==> config.mk <==
export PLATFORM = sky130hd
export DESIGN_NAME = fwd_scoreboard
export DESIGN_NICKNAME = d
export VERILOG_FILES = /design/src/rtl/fwd_pkg.sv /design/src/rtl/fwd_match.sv /design/src/rtl/fwd_scoreboard.sv
export SDC_FILE = /design/constraint.sdc
export NUM_CORES = 1
export LEC_CHECK = 0
export ABC_AREA = 1
export CORE_UTILIZATION = 50
export DETAILED_ROUTE_END_ITERATION = 10
export PLACE_DENSITY_LB_ADDON = 0.1
export SLEW_MARGIN = 15
export SYNTH_ARGS = -nofsm -noshare
export SYNTH_HDL_FRONTEND = slang
export SYNTH_HIERARCHICAL = 1
export SYNTH_SLANG_ARGS = --single-unit
export TNS_END_PERCENT = 20
==> constraint.sdc <==
create_clock -name clk -period 5.35 [get_ports clk]
set_input_delay 1.07 -clock clk [delete_from_list [all_inputs] [get_ports clk]]
set_output_delay 1.07 -clock clk [all_outputs]
set_load 0.03 [all_outputs]
==> src/rtl/fwd_pkg.sv <==
// Shared types and helpers for the forwarding/hazard scoreboard.
//   slot_t      : one in-flight register write {valid, rd, avail}
//   fwd_src_e   : names for the bypass sources of the default 3-stage pipe
//   clamp_avail : maps a raw result-latency field onto 1..stages
// Slot fields are sized for the widest supported configuration
// (AW <= FWD_MAX_AW, STAGES < 2**FWD_MAX_SEL_W). Narrower values are
// zero-extended by the users, so one struct serves every parametrisation.
package fwd_pkg;

    localparam int FWD_MAX_AW    = 8;
    localparam int FWD_MAX_SEL_W = 4;

    typedef enum logic [1:0] {
        FWD_RF   = 2'd0,
        SLOT_EX  = 2'd1,
        SLOT_MEM = 2'd2,
        SLOT_WB  = 2'd3
    } fwd_src_e;

    typedef struct packed {
        logic                     valid;
        logic [FWD_MAX_AW-1:0]    rd;
        logic [FWD_MAX_SEL_W-1:0] avail;
    } slot_t;

    // A latency of 0 means "as early as possible" (same as 1); anything
    // beyond the last tracked slot can only be bypassed from that slot.
    function automatic logic [FWD_MAX_SEL_W-1:0] clamp_avail(
        input logic [FWD_MAX_SEL_W-1:0] a,
        input int unsigned              stages
    );
        if (a == '0) begin
            return FWD_MAX_SEL_W'(1);
        end else if (32'(a) > stages) begin
            return FWD_MAX_SEL_W'(stages);
        end else begin
            return a;
        end
    endfunction

endpackage

==> src/rtl/fwd_match.sv <==
// Youngest-match lookup for one ID-stage source operand.
//   slots    : scoreboard contents, slot 1 = youngest (EX)
//   src      : source register number for this port
//   id_valid : instruction present in ID
//   sel      : 0 = register file, k = bypass from slot k
//   stall    : youngest producer has not yet produced its value
module fwd_match
    import fwd_pkg::*;
#(
    parameter int STAGES = 3,
    parameter int AW     = 5,
    parameter int SEL_W  = $clog2(STAGES + 1)
) (
    input  slot_t [STAGES:1] slots,
    input  logic  [AW-1:0]   src,
    input  logic             id_valid,
    output logic  [SEL_W-1:0] sel,
    output logic             stall
);

    always_comb begin : lookup
        logic found;
        found = 1'b0;
        sel   = SEL_W'(FWD_RF);
        stall = 1'b0;
        // Scan youngest first; the first hit shadows all older writers.
        for (int k = 1; k <= STAGES; k++) begin
            if (!found && slots[k].valid && slots[k].rd == FWD_MAX_AW'(src)) begin
                found = 1'b1;
                if (32'(slots[k].avail) > 32'(k)) begin
                    stall = id_valid;
                end else if (id_valid) begin
                    sel = SEL_W'(k);
                end
            end
        end
    end

endmodule

==> src/rtl/fwd_scoreboard.sv <==
// Forwarding / hazard unit for the pipelined MIPS core.
// A shift register of in-flight register writes (slot 1 = EX ... slot
// STAGES = WB) is searched for every ID source operand.
//   clk, rst      : clock and synchronous active-high reset
//   id_valid      : instruction present in ID
//   id_src        : NUM_RD_PORTS source registers, port p at [p*AW +: AW]
//   id_regwrite   : ID instruction writes id_rd
//   id_rd         : ID destination register
//   id_avail      : first slot whose bypass carries the result
//   pipe_freeze   : hold the whole scoreboard and the counter
//   ex_flush      : kill the instruction leaving ID
//   fwd_sel       : per-port bypass select (0 = register file)
//   stall         : hold PC/ID and insert a bubble into EX
//   stall_cnt     : saturating count of stall cycles
module fwd_scoreboard
    import fwd_pkg::*;
#(
    parameter int NUM_RD_PORTS = 2,
    parameter int AW           = 5,
    parameter int STAGES       = 3,
    parameter int SEL_W        = $clog2(STAGES + 1)
) (
    input  logic                          clk,
    input  logic                          rst,
    input  logic                          id_valid,
    input  logic [NUM_RD_PORTS*AW-1:0]    id_src,
    input  logic                          id_regwrite,
    input  logic [AW-1:0]                 id_rd,
    input  logic [SEL_W-1:0]              id_avail,
    input  logic                          pipe_freeze,
    input  logic                          ex_flush,
    output logic [NUM_RD_PORTS*SEL_W-1:0] fwd_sel,
    output logic                          stall,
    output logic [31:0]                   stall_cnt
);

    slot_t [STAGES:1]          slot_q;
    slot_t [STAGES:1]          slot_d;
    logic  [31:0]              stall_cnt_q;
    logic  [31:0]              stall_cnt_d;
    logic  [NUM_RD_PORTS-1:0]  port_stall;
    logic                      insert;

    for (genvar p = 0; p < NUM_RD_PORTS; p++) begin : g_port
        fwd_match #(
            .STAGES (STAGES),
            .AW     (AW),
            .SEL_W  (SEL_W)
        ) u_match (
            .slots    (slot_q),
            .src      (id_src[p*AW +: AW]),
            .id_valid (id_valid),
            .sel      (fwd_sel[p*SEL_W +: SEL_W]),
            .stall    (port_stall[p])
        );
    end

    // Per-port stalls are already gated by id_valid.
    assign stall     = |port_stall;
    assign stall_cnt = stall_cnt_q;

    // x0 and non-writing instructions never enter, so they can never match.
    assign insert = id_valid && id_regwrite && (id_rd != '0) && !stall && !ex_flush;

    always_comb begin
        slot_d      = slot_q;
        stall_cnt_d = stall_cnt_q;
        if (!pipe_freeze) begin
            for (int k = STAGES; k >= 2; k--) begin
                slot_d[k] = slot_q[k-1];
            end
            if (insert) begin
                slot_d[1].valid = 1'b1;
                slot_d[1].rd    = FWD_MAX_AW'(id_rd);
                slot_d[1].avail = clamp_avail(FWD_MAX_SEL_W'(id_avail), STAGES);
            end else begin
                slot_d[1] = '0;
            end
            if (stall && (stall_cnt_q != '1)) begin
                stall_cnt_d = stall_cnt_q + 32'd1;
            end
        end
    end

    // Only the valid bits need clearing; rd/avail are ignored while invalid.
    always_ff @(posedge clk) begin
        if (rst) begin
            for (int k = 1; k <= STAGES; k++) begin
                slot_q[k].valid <= 1'b0;
            end
            stall_cnt_q <= '0;
        end else begin
            slot_q      <= slot_d;
            stall_cnt_q <= stall_cnt_d;
        end
    end

endmodule

# --- Word-level counts from Yosys, hierarchy flattened ---
# Index checks and enable logic that the tools add are counted.
totals:
  output_inout_bits: 37
  regBits: 71
  in_bits: 23
  word_cells: 86
op_classes:
  n_lt_le_gt_ge: 3
  n_eq_ne: 7
  bitwise: 3
  mux: 33
  addsub: 1
  reduce_logical: 27
op_table:
  columns: ["op", "n"]
  rows:
  - ["8-bit by 5-bit equality test with 1-bit output", 6]
  - ["32-bit by 1-bit adder with 32-bit output, second input constant", 1]
  - ["2-bit 2-to-1 mux", 16]
  - ["32-bit inequality test, second input constant", 1]
  - ["1-bit 2-to-1 mux", 16]
  - ["1-bit logical AND", 15]
  - ["13-bit 2-to-1 mux", 1]
  - ["4-bit by 2-bit greater-than comparator with 1-bit output, second input constant", 2]
  - ["1-bit zero test", 6]
  - ["5-bit nonzero test", 1]
  - ["4-bit by 1-bit greater-than comparator with 1-bit output, second input constant", 1]
  - ["2-bit AND reduction", 2]
  - ["2-bit OR reduction", 2]
  - ["1-bit inverter", 3]
  - ["2-bit zero test", 1]

# --- Longest topological paths before layout ---
# Gate-level depths: netlist of the first run.
depth:
  word_depth: 17
  depth_mapped: 17
  depth_no_buf: 17

# --- Cells and area by module ---
# The synthesis of the first run kept the hierarchy.
by_module_without_submodules:
  columns: ["module", "area_each_um2", "cells_per_inst", "seq_area_each_um2", "n_inst"]
  rows:
  - ["fwd_scoreboard", 3009.1, 429, 1331.3, 1]
  - ["fwd_match", 447.9, 107, 0.0, 2]

# --- Least setup slack after synthesis of the first run ---
# OpenSTA, ideal clock, no wires.
synth_timing:
  kind: "in2out"
  from: "in id_src[8]"
  to: "out stall"
  setup_slack_ps: 2197
  stages: 12
  t_arrival_ps: 2083
  required_ps: 4280
  path_buffers: 0
  cell_sequence: "inv_1 nand2_1 nand2_1 nor2_1 inv_1 nor2_1 nand3_1 nand2_1 nor2_1 nor2_1 nor2_1 inv_1"
synth_via:
  elab_chain_len: 12
  elab_cells_between_ends: 18
  cone_classes: "3 x eq/ne; 7 x mux; 8 x reduce/logical"
synth_rtl:
  columns: ["item", "line_no", "rtl"]
  rows:
  - ["start: declaration", "fwd_scoreboard.sv:26", "input logic [NUM_RD_PORTS*AW-1:0] id_src,"]
  - ["8-bit by 5-bit equality test with 1-bit output", "fwd_match.sv:28", "if (!found && slots[k].valid && slots[k].rd == FWD_MAX_AW'(src)) begin"]
  - ["1-bit logical AND", "fwd_match.sv:28", null]
  - ["1-bit 2-to-1 mux", "fwd_match.sv:28", null]
  - ["1-bit zero test", "fwd_match.sv:28", null]
  - ["1-bit logical AND (2 in series)", "fwd_match.sv:28", null]
  - ["1-bit 2-to-1 mux", "fwd_match.sv:28", null]
  - ["1-bit zero test", "fwd_match.sv:28", null]
  - ["1-bit logical AND (2 in series)", "fwd_match.sv:28", null]
  - ["1-bit 2-to-1 mux (*)", "fwd_match.sv:28", null]
  - ["net port_stall[1]", "fwd_scoreboard.sv:41", "logic [NUM_RD_PORTS-1:0] port_stall;"]
  - ["2-bit OR reduction (*)", "fwd_scoreboard.sv:59", "assign stall = |port_stall;"]
  - ["end: declaration", "fwd_scoreboard.sv:33", "output logic stall,"]
# Mark *: on every way through the listed nets, which the timed path passes. The rest lies on a longest branch.

# --- Worst setup path in the final report of the first run ---
layout_timing:
  from: "in id_src[9]"
  to: "out stall"
# Same word-level chain as after synthesis.

==> metrics.yaml, run 1 <==
switchingPower_mw: 0.186
reg2reg_slack_ns: 2.86
firstDrtPassIters: 4
antenna_found_initial: 0
placed_area_um2: 4620
rsz0062_at_grt: "false"
worstHoldStart: "slot_q[0]$_SDFFCE_PN0P_"
timing.hold.ws_ns: 0.429
fin_setup_tns_ns: 0
power_frac_comb_pct: 10.7
swShare_pct: 25.2
cts_hold_buffers: 0
io_pins: 60
syn-cell-area_um2: 3840
worst_setup_path_start_kind: "input pin"
dieArea_um2: 8040
drt_iter0_drc: 120
min_path_cells: 0
power.density_nw_per_um2: 157
die_width_um: 89.7
layout.nets: 753
worstPathCellList: "clkdlybuf4s50_1 -> inv_2 -> nand2_1 -> nand2_1 -> nor2_1 -> nand2_1 -> nor2_1 -> nand3_1 -> nand2_1 -> nor2_1 -> nor2_1 -> nor2_1 -> inv_1 -> clkdlybuf4s50_1"
ant_nets: 0
ir_worst_vdd_uv: 97.7
timing.critical_path.mode_cell: "nor2_1"
gp_congestion: 0.922
p_int_mw: 0.552
initial_utilization_pct: 52.4
die_h_um: 89.7
via_per_inst: 4.73
worstSetupEndpointType: "output port"
routed_wl_mm: 10.0
cts_tree: "done"
ys_warn_count: 6
first_global_vias: 3644
clkSlewWorstSetupHoldPaths_ns: 0.09
maxCapViolations: 0
gr-usage-all-layers_pct: 26.4
reg2regPathDepth: 14
worst-path-max-fanout: 4
slowest_delay_ns: 0.73
status: "finished, final reports clean"
area_growth_pct: 22.2
clockBufferDepth: 2
criticalPathCategory: "input pin to output port"
synth_cells: 641
clock_latency_ns: 0.31
overflow: 0
max_freq_ghz: 0.218
r2r_end: "stall_cnt[29]$_SDFFE_PP0P_"
hp-class: "flop to flop"
cts_setup_buffers: 0
drive_gt1_share_pct: 6.85
relSlewSlack_pct: 30.8
clock-sinks: 54
critPathSlowestCell: "clkdlybuf4s50_1"
setup_violations: 0
io_buffers: 59
antenna_cells: 0
grt_max_degree: 37
cts_buffers: 5
hold_viol: 0
hpwlAfterDp_mm: 7.89
whs_endpoint: "slot_q[13]$_DFFE_PP_"
fin_crit_sh_pct: 85.9
reg2reg_from: "slot_q[21]$_DFFE_PP_"
cts-root-buf: "clkbuf_8"
final_area_um2: 4700
critPathRequiredTime_ns: 4.28
p_clk_share_pct: 30.3
wire_per_inst_um: 12.1
grt_pass1_wl_mm: 16.3
drv_slew: 0
row_count: 31
core-area_um2: 7330
fin_crit_ns: 4.60
tightest_slew_ns: 1.03
avgSynthCellArea_um2: 6.00
p_leak_nw: 2.09
power.total_mw: 0.738
arrival_ns: 3.53
htreeDepth: 2
ctsResizeCount: 0
fin_ws_ns: 0.755
sequentialPowerShare_pct: 59.0
drc: 0
preCtsSetupSlack_ns: 0.768
dr_total_vias: 3925
skew_ns: 0.0101
==> final cells by class <==
type                            instances  area (µm²)
Clock buffer                            6        72.6
Fill cell                             716        2630
Inverter                              103         387
Multi-Input combinational cell        505        2240
Clock inverter                          2        10.0
Tap cell                               99         124
Timing Repair Buffer                   60         598
Sequential cell                        54        1270
==> layout by cell type (no fill, tap or decap), types with 5 or more instances in the layout <==
cell             count
o21bai_1            18
clkinv_1             6
inv_1               87
nor2_2              14
clkbuf_8             5
o21ai_2              5
edfxtp_1            19
clkdlybuf4s50_1     59
inv_2               10
nand3_1             29
o21ai_0              9
conb_1              30
nor2_1             127
nand2_1            234
dfxtp_1             35
==> layer usage <==
metal	up-vias	routed length [µm]	track usage (%)
met4	0	267	9.38
met2	85	5000	49.7
li1	2086	-	-
met5	-	0	0
met3	18	360	3.75
met1	1736	4390	30.2
==> power groups by stage <==
stage | sequential (mW) | combinational [mW] | clock (mW)
4_1_cts | 0.436 | 0.0785 | 0.237
5_1_grt | 0.437 | 0.0900 | 0.250
3_3_place_gp | 0.445 | 0.0773 | 0
6_report | 0.436 | 0.0787 | 0.224
3_5_place_dp | 0.445 | 0.0778 | 0
2_1_floorplan | 0.444 | 0.0448 | 0
==> flip-flops by register name (all words and copies together) (netlist names) <==
signal	count
slot_q	22
stall_cnt	32
==> critical path, delay by kind of cell <==
family	cells	cell delay (ns)
AND/OR/NAND/NOR	10	0.91
buffers and inverters	4	1.53
==> stage by stage <==
step	cells	util [%]
3_3_place_gp	821	63.0
2_1_floorplan	670	-
3_5_place_dp	821	63.0
4_1_cts	829	64.1
6_report	829	64.1
5_1_grt	829	64.1
==> worst max path at each step <==
stage,to,slack (ns),cells after the start,from
2_1_floorplan,stall,2.20,12,id_src[8]
3_3_place_gp,stall,0.79,14,id_src[9]
3_5_place_dp,stall,0.77,14,id_src[9]
4_1_cts,stall,0.77,14,id_src[9]
5_1_grt,stall,0.57,14,id_src[9]
6_report,stall,0.75,14,id_src[9]
Note: power is estimated with default switching activity, not from simulation.
==> run 2, diff against run 1 <==
--- a/config.mk
+++ b/config.mk
@@ -8,6 +8,7 @@
 export ABC_AREA = 1
 export CORE_UTILIZATION = 50
 export DETAILED_ROUTE_END_ITERATION = 10
+export GPL_ROUTABILITY_DRIVEN = 1
 export PLACE_DENSITY_LB_ADDON = 0.1
 export SLEW_MARGIN = 15
 export SYNTH_ARGS = -nofsm -noshare
==> results of run 2 <==
No change in the layout: final DEF, timing and power equal those of run 1.
==> run 3, diff against run 2 <==
--- a/config.mk
+++ b/config.mk
@@ -5,7 +5,6 @@
 export SDC_FILE = /design/constraint.sdc
 export NUM_CORES = 1
 export LEC_CHECK = 0
-export ABC_AREA = 1
 export CORE_UTILIZATION = 50
 export DETAILED_ROUTE_END_ITERATION = 10
 export GPL_ROUTABILITY_DRIVEN = 1
==> metrics.yaml, run 3 <==
status: "finished, final reports clean"
ant_nets: 0
skew_ns: 0.00733
fin_crit_ns: 4.47
cts_setup_buffers: 0
first_global_vias: 2426
die_width_um: 80.4
io_pins: 60
largest_reg_flops: 32
initial_utilization_pct: 51.9
clock_latency_ns: 0.31
fin_crit_sh_pct: 83.6
firstDrtPassIters: 4
grt_pass1_wl_mm: 11.3
die_h_um: 80.4
rsz0062_at_grt: "false"
grt.busiest_layer: "met2"
grt_max_degree: 41
hold_viol: 0
final_common_cell: "clkdlybuf4s50_1"
critPathRequiredTime_ns: 4.28
clockBufferDepth: 2
ys_warn_count: 6
antenna_found_initial: 0
syn-cell-area_um2: 3070
dieArea_um2: 6460
cts-root-buf: "clkbuf_8"
synth_cells: 320
layout.nets: 434
hpwlAfterDp_mm: 5.05
arrival_ns: 3.40
core-area_um2: 5920
drive_gt1_share_pct: 7.30
routed_wl_mm: 6.66
grt_util_met3_pct: 4.09
drt_iter0_drc: 111
gr-usage-all-layers_pct: 22.4
maxCapViolations: 0
hp-class: "flop to flop"
worstSetupEndpointType: "output port"
row_count: 28
gp_congestion: 0.849
worst_setup_path_start_kind: "input pin"
overflow: 0
criticalPathCategory: "input pin to output port"
cts_tree: "done"
tightest_slew_ns: 0.672
clkSlewWorstSetupHoldPaths_ns: 0.10
avgSynthCellArea_um2: 9.60
ctsResizeCount: 0
io_buffers: 59
power.density_nw_per_um2: 187
preCtsSetupSlack_ns: 0.886
grt_use_met1_pct: 31.0
max_freq_ghz: 0.224
fin_setup_tns_ns: 0
relSlewSlack_pct: 54.8
antenna_cells: 0
drv_slew: 0
drc: 0
fin_ws_ns: 0.878
htreeDepth: 2
p_leak_nw: 1.24
clock-sinks: 54
dr_total_vias: 2666
setup_violations: 0
via_per_inst: 5.49
cts_buffers: 5
wire_per_inst_um: 13.7
cts_hold_buffers: 0
ir_worst_vdd_uv: 151
final_cell_mix: "clkdlybuf4s50_1, dfxtp_1, conb_1, nor2_1, a21oi_1"
worst-path-max-fanout: 3
use_met2_pct: 36.4
area_growth_pct: 28.2
## run 3: final timing paths
| check | endpoint | slack [ns] | cells past startpoint | startpoint |
|---|---|---|---|---|
| worst min-delay path | slot_q[13]$_DFFE_PP_ | 0.43 | 0 | slot_q[0]$_SDFFCE_PN0P_ |
| worst max register to register | stall_cnt[14]$_SDFFE_PP0P_ | 2.26 | 11 | slot_q[20]$_DFFE_PP_ |
| worst max-delay path | stall | 0.88 | 8 | id_src[8] |
| worst min register to register | slot_q[13]$_DFFE_PP_ | 0.43 | 0 | slot_q[0]$_SDFFCE_PN0P_ |
## run 3: through the flow
stage / area (µm²) / util (%) / total power, mW / hold slack, ns / std cells
final: 3940 / 66.5 / 0.736 / 0.433 / 486
after global routing: 3940 / 66.5 / 0.766 / 0.439 / 486
after CTS: 3940 / 66.5 / 0.743 / 0.431 / 486
after detailed placement: 3850 / 65.0 / 0.512 / 0.406 / 478
after global placement: 3850 / 65.0 / 0.511 / 0.406 / 478
after floorplan: 3180 / - / 0.482 / 0.400 / 349
## run 3: critical path, stage by stage
cell and delay [ns]:
clkdlybuf4s50_1 0.50, xor2_1 0.21, nor4_2 0.39, nand3_1 0.17, nor2_1 0.12, o31a_1 0.14, or2_2 0.15, clkdlybuf4s50_1 0.67
## run 3: layout make-up
cell class,instances,area [µm²]
fillers,491,1990
multi-input cells,280,1840
flip-flops and latches,54,1270
repair buffers,62,613
well taps,75,93.8
clock buffers,5,68.8
inverters,7,26.3
clock inverters,3,20.0
## run 3: report_power, final
group          total (mW)  switching [mW]  internal (mW)
registers           0.437         0.00615          0.431
logic              0.0650          0.0332         0.0319
clock network       0.234           0.141         0.0926
## run 3: per-layer routing
layer	share of wire, %	routed length (µm)
met1	50	3310
met2	45	3000
met3	4.3	288
met4	0.83	55
met5	0	0
